## src/rtl/alu_defs_pkg.sv

```systemverilog
// Shared ALU op codes and sequencer FSM encodings for the bit-serial ALU front end.
package alu_defs;
  localparam logic [2:0] ALU_ADD = 3'd2;
  localparam logic [2:0] ALU_SUB = 3'd3;
  localparam logic [2:0] ALU_AND = 3'd4;
  localparam logic [2:0] ALU_OR  = 3'd5;
  localparam logic [2:0] ALU_NOR = 3'd6;
  localparam logic [2:0] ALU_XOR = 3'd7;

  typedef enum logic [1:0] {
    S_IDLE  = 2'd0,
    S_SHIFT = 2'd1,
    S_DONE  = 2'd2
  } state_e;

  // Codes 4..7 are bitwise ops; 0..3 go through the adder.
  function automatic logic is_logic_op(input logic [2:0] op);
    return op[2];
  endfunction
endpackage

```

## src/rtl/alu1.sv

```systemverilog
// One-bit ALU slice (alu1) and its leaf cells: full_adder, logicunit, mux2v.
module mux2v #(
  parameter int W = 1
) (
  input  logic [W-1:0] in0,
  input  logic [W-1:0] in1,
  input  logic         sel,
  output logic [W-1:0] out
);
  assign out = sel ? in1 : in0;
endmodule

module full_adder (
  input  logic a,
  input  logic b,
  input  logic cin,
  output logic sum,
  output logic cout
);
  assign sum  = a ^ b ^ cin;
  assign cout = (a & b) | (cin & (a ^ b));
endmodule

module logicunit (
  input  logic       A,
  input  logic       B,
  input  logic [1:0] control,
  output logic       out
);
  always_comb begin
    out = 1'b0;
    case (control)
      2'd0: out = A & B;
      2'd1: out = A | B;
      2'd2: out = ~(A | B);
      2'd3: out = A ^ B;
      default: out = 1'b0;
    endcase
  end
endmodule

module alu1 (
  input  logic       A,
  input  logic       B,
  input  logic       carryin,
  input  logic [2:0] control,
  output logic       out,
  output logic       carryout
);
  logic b_eff, sum, lu_out;

  // control[0] selects ~B so SUB becomes A + ~B + carryin.
  mux2v #(.W(1)) u_binv (.in0(B), .in1(~B), .sel(control[0]), .out(b_eff));
  full_adder u_fa (.a(A), .b(b_eff), .cin(carryin), .sum(sum), .cout(carryout));
  logicunit u_lu (.A(A), .B(B), .control(control[1:0]), .out(lu_out));
  mux2v #(.W(1)) u_osel (.in0(sum), .in1(lu_out), .sel(control[2]), .out(out));
endmodule

```

## src/rtl/serial_alu_sequencer.sv

```systemverilog
// Bit-serial ALU sequencer: streams operands LSB-first through one alu1 slice.
// Optional flag logic (overflow, zero) is built when SERIAL_ALU_FLAGS_EN is defined.
module serial_alu_sequencer
  import alu_defs::*;
#(
  parameter int WIDTH = 32
) (
  input  logic             clock,
  input  logic             reset,
  input  logic             in_valid,
  output logic             in_ready,
  input  logic [WIDTH-1:0] A,
  input  logic [WIDTH-1:0] B,
  input  logic [2:0]       control,
  output logic             out_valid,
  input  logic             out_ready,
  output logic [WIDTH-1:0] out,
  output logic             carryout,
  output logic             overflow,
  output logic             zero
);
  localparam int CNT_W = $clog2(WIDTH);

  state_e           state_q, state_d;
  logic [WIDTH-1:0] a_sh_q, a_sh_d, b_sh_q, b_sh_d, res_q, res_d;
  logic [2:0]       op_q, op_d;
  logic             carry_q, carry_d, cout_q, cout_d;
  logic [CNT_W-1:0] cnt_q, cnt_d;
  logic             accept, last, slice_out, slice_cout;

  assign accept = in_valid && in_ready;
  assign last   = (state_q == S_SHIFT) && (cnt_q == CNT_W'(WIDTH - 1));

  alu1 u_alu1 (
    .A        (a_sh_q[0]),
    .B        (b_sh_q[0]),
    .carryin  (carry_q),
    .control  (op_q),
    .out      (slice_out),
    .carryout (slice_cout)
  );

  always_ff @(posedge clock) begin
    if (reset) state_q <= S_IDLE;
    else       state_q <= state_d;
  end

  always_comb begin
    state_d = state_q;
    case (state_q)
      S_IDLE:  if (accept) state_d = S_SHIFT;
      S_SHIFT: if (last) state_d = S_DONE;
      S_DONE:  if (out_ready) state_d = S_IDLE;
      default: state_d = S_IDLE;
    endcase
  end

  always_comb begin
    in_ready  = (state_q == S_IDLE);
    out_valid = (state_q == S_DONE);
  end

  // Result fills from the MSB end so after WIDTH shifts bit 0 sits in place.
  always_comb begin
    a_sh_d  = a_sh_q;
    b_sh_d  = b_sh_q;
    res_d   = res_q;
    op_d    = op_q;
    carry_d = carry_q;
    cout_d  = cout_q;
    cnt_d   = cnt_q;
    if (accept) begin
      a_sh_d  = A;
      b_sh_d  = B;
      op_d    = control;
      carry_d = control[0];
      cnt_d   = '0;
    end else if (state_q == S_SHIFT) begin
      a_sh_d  = a_sh_q >> 1;
      b_sh_d  = b_sh_q >> 1;
      res_d   = {slice_out, res_q[WIDTH-1:1]};
      carry_d = slice_cout;
      cnt_d   = cnt_q + CNT_W'(1);
      if (last) cout_d = is_logic_op(op_q) ? 1'b0 : slice_cout;
    end
  end

  always_ff @(posedge clock) begin
    if (reset) begin
      a_sh_q  <= '0;
      b_sh_q  <= '0;
      res_q   <= '0;
      op_q    <= '0;
      carry_q <= 1'b0;
      cout_q  <= 1'b0;
      cnt_q   <= '0;
    end else begin
      a_sh_q  <= a_sh_d;
      b_sh_q  <= b_sh_d;
      res_q   <= res_d;
      op_q    <= op_d;
      carry_q <= carry_d;
      cout_q  <= cout_d;
      cnt_q   <= cnt_d;
    end
  end

  assign out      = res_q;
  assign carryout = cout_q;

`ifdef SERIAL_ALU_FLAGS_EN
  logic ovf_q, ovf_d, zero_q, zero_d, cin_msb;

  // Carry into the MSB slice; signed overflow is its mismatch with carry out.
  assign cin_msb = carry_q;

  always_comb begin
    ovf_d  = ovf_q;
    zero_d = zero_q;
    if (last) begin
      ovf_d  = is_logic_op(op_q) ? 1'b0 : (cin_msb ^ slice_cout);
      zero_d = (res_d == '0);
    end
  end

  always_ff @(posedge clock) begin
    if (reset) begin
      ovf_q  <= 1'b0;
      zero_q <= 1'b0;
    end else begin
      ovf_q  <= ovf_d;
      zero_q <= zero_d;
    end
  end

  assign overflow = ovf_q;
  assign zero     = zero_q;
`else
  assign overflow = 1'b0;
  assign zero     = 1'b0;
`endif
endmodule

```

## config.mk

```make
export PLATFORM = sky130hd
export DESIGN_NAME = serial_alu_sequencer
export DESIGN_NICKNAME = d
export VERILOG_FILES = /design/src/rtl/alu_defs_pkg.sv /design/src/rtl/alu1.sv /design/src/rtl/serial_alu_sequencer.sv
export SDC_FILE = /design/constraint.sdc
export NUM_CORES = 1
export LEC_CHECK = 0
export ABC_CLOCK_PERIOD_IN_PS = 1400
export CORE_UTILIZATION = 45
export CTS_BUF_LIST = sky130_fd_sc_hd__clkbuf_16
export CTS_CLUSTER_SIZE = 14
export DETAILED_ROUTE_END_ITERATION = 10
export DONT_BUFFER_PORTS = 1
export PLACE_DENSITY_LB_ADDON = 0.25
export SYNTH_ARGS = -nofsm -noshare
export SYNTH_HDL_FRONTEND = slang
export SYNTH_SLANG_ARGS = --single-unit
```

## constraint.sdc

```tcl
create_clock -name clock -period 1.4 [get_ports clock]
set_input_delay 0.35 -clock clock [delete_from_list [all_inputs] [get_ports clock]]
set_output_delay 0.35 -clock clock [all_outputs]
set_load 0.005 [all_outputs]
```

==> results.txt, run 1 <==
via count - 3391
Via density - 5.62
Detailed Route WL - 9010 µm
violated checks - setup timing
Clock Latency Late Sink - 0.33 ns
worst-path fanout max - 2
data arrival time of the critical path - 1.67 ns
vias in the first global route - 3191
Post-CTS Setup Inserts - 0
final instance count without filler cells - 603
DIE AREA - 9800 µm²
Tot GR Track Use - 18.5%
CTS Buf Count - 9
Setup WS post-layout - -0.00247 ns
CTS tree - yes
Worst setup EP type - register
Util after Layout - 51.9%
Slowest cell on crit path - fa_1
combinational power share - 8.6%
clock power share - 41.4%
Nets - 563
largest stage delay on the critical path - 0.38 ns
HPWL Detailed - 5810 µm
hold path depth - 1
Post-synth EDFFs - 0
hold_sp - reset
WL per Instance - 14.9 µm
Syn Area/Cell - 8.47 µm²
IO buf count - 0
initial antenna violation count - 0
fraction of layout cells with a size suffix above 1 - 10.4%
Routed Antenna Nets - 0
Yosys cell types - 32
root buffer cell - clkbuf_16
worst path required time - 1.67 ns
Psw - 1.55 mW
crit path cell chain - xnor2_2 -> fa_1 -> or3_1 -> a21oi_2
Post-CTS Hold Fix Bufs - 0
largest net degree at the start of global routing - 105
DRT iter0 DRCs - 197
H-tree Lvls - 3
fill cell count - 875
predominant post-synthesis flop cell - dfxtp_1
Synth Cell Area - 4230 µm²
Max IR drop VDD - 725 µV
RSZ-0062 raised after global routing - yes
Pleak - 1.62 nW
Async S/R FF share, synth - 0%
worst reg2reg path endpoint - carryout
Die Ht - 99 µm
antenna diode count - 0
area of the multi-input gates - 1880 µm²
Placement Cell Area - 4390 µm²
Final Hold Fails - 0
first-pass GRT wire length - 14600 µm
Layout area overhead - 12.7%
Cells after Synth - 500
pwr dens - 1380 nW/µm²
r2r startpoint - b_sh_q[0]
DRC violations left - 0
routability cong. - 0.721
worst clock skew - 0.00924 ns
Final period util - 100%
Max-cap violations - 0
critical path launch point type - register
Fmax - 0.713 GHz
CORE AREA - 9200 µm²
Seq. cell area - 2170 µm²
sequential area share after synthesis - 51.1%
crit path kind - reg -> reg
clock-pin slew of the registers on the worst-case setup and hold paths - 0.07 ns
final instance area - 4770 µm²
final-report setup violation count - 1
Synth Register Bits - 108
drt pass-1 iters - 5
post-route minimum period - 1.40 ns
row cnt - 35
Worst R2R Setup Slack - -0.002 ns
internal power - 5.04 mW
Top Ports - 108
CTS max path bufs - 2
Ys Warns - 0
pre-CTS setup slack - -0.0434 ns
post-placement cell count - 587
clock sink total - 108
status - finished with violations
Reg power frac - 50.0%
hold crit path type - in -> reg
max-slew violations - 0
Hold EP - a_sh_q[3]
Switching Fraction - 23.5%
total gr overflow - 0
R2R depth - 4
die width - 99 µm
initial core utilization - 46.0%
## how the worst max path moves through the flow
stage	from	to	slack [ns]
global placement	op_q[0]	out[31]	0.02
floorplan	cnt_q[0]	carryout	0.008
detailed placement	cnt_q[1]	carryout	-0.04
CTS	cnt_q[0]	carryout	-0.03
finish	b_sh_q[0]	carryout	-0.002
global route	cnt_q[0]	carryout	-0.06
## critical path, delay by kind of cell (launching register included)
family	cells	cell delay (ns)
adders and majority gates	1	0.38
xor gates and xnor gates	1	0.13
DFF	1	0.34
AOI/OAI and AO/OA	1	0.12
and+or+nand+nor	1	0.38
## power groups by stage
stage	combinational, mW	sequential, mW	clock (mW)
CTS	0.571	3.29	2.79
finish	0.567	3.29	2.73
global placement	0.552	3.35	0
global route	0.638	3.31	2.93
detailed placement	0.566	3.36	0
floorplan	0.475	3.34	0
## Yosys cell counts, types with 2 or more instances
library cell	n	share of area (%)
or3_1	2	0.30
nand3_1	3	0.35
nor2_1	7	0.62
clkbuf_1	12	1.1
nand3b_1	3	0.53
a21oi_1	104	12
inv_1	4	0.35
nand2b_1	3	0.44
nand2_1	137	12
xnor2_1	2	0.41
buf_6	4	1.1
buf_4	8	1.4
nor2b_1	2	0.30
dfxtp_1	108	51
a22oi_1	62	11
o211ai_1	2	0.35
buf_2	19	2.2
ha_1	4	1.2
## repair_timing
item / CTS / global route
hold endpoints to repair: 0 / 0
pin swaps: 5 / 1
setup endpoints to repair: 4 / 3
gates resized for setup: 14 / 2
## area by class of cell
class                   instances  area share [%]
flip-flops and latches        108            45.5
multi-input cells             345            39.5
repair buffers                 19            5.09
clock buffers                   9            4.72
well taps                     111            2.91
clock inverters                 7            2.05
inverters                       4           0.315
## per-layer routing
layer | routed length [µm] | track usage, % | vias to the layer above | part of all wire, %
met5 | 0 | 0 | - | 0
met4 | 107 | 5.86 | 0 | 1.2
met3 | 722 | 6.95 | 7 | 8.0
met2 | 4240 | 29.8 | 101 | 47
met1 | 3940 | 22.8 | 1592 | 44
li1 | - | - | 1691 | -
## placed cells by master, fill, tap and decap left out, types with 4 or more instances in the layout
| master | count |
|---|---|
| a21oi_1 | 103 |
| a22oi_1 | 62 |
| buf_12 | 8 |
| buf_4 | 11 |
| clkbuf_16 | 9 |
| dfxtp_1 | 102 |
| dfxtp_2 | 6 |
| inv_1 | 4 |
| nand2_1 | 137 |
| nor2_1 | 6 |
## cells by family after synthesis
kind of cell | synth area share, %
multiplexers | 0.266
XOR/XNOR | 0.621
AND/OR/NAND/NOR | 15.5
buffers and inverters | 6.26
AO/OA/AOI/OAI | 24.6
other | 0.0886
flip-flops | 51.1
adder cells (fa/ha/maj) | 1.65
## flip-flops by register name (all words and copies together) (netlist names)
name      cells
carry_q       1
b_sh_q       32
op_q          3
a_sh_q       32
carryout      1
cnt_q         5
state_q       2
out          32
## stage by stage
step	setup TNS, ns	hold slack (ns)	total power, mW
final	-0.00247	0.0785	6.59
after floorplan	0	0.437	3.81
after CTS	-0.0352	0.0654	6.65
after detailed placement	-0.0552	0.427	3.92
after global placement	0	0.426	3.90
after global routing	-0.109	0.0571	6.87
No activity file was read; power rests on OpenSTA's default activity.
==> run 2: changes to the inputs <==
--- a/config.mk
+++ b/config.mk
@@ -8,6 +8,7 @@
 export ABC_CLOCK_PERIOD_IN_PS = 1400
 export CORE_UTILIZATION = 45
 export CTS_BUF_LIST = sky130_fd_sc_hd__clkbuf_16
+export CTS_CLUSTER_DIAMETER = 200
 export CTS_CLUSTER_SIZE = 14
 export DETAILED_ROUTE_END_ITERATION = 10
 export DONT_BUFFER_PORTS = 1
==> results of run 2 <==
Final layout, timing and power as in run 1 (identical DEF).
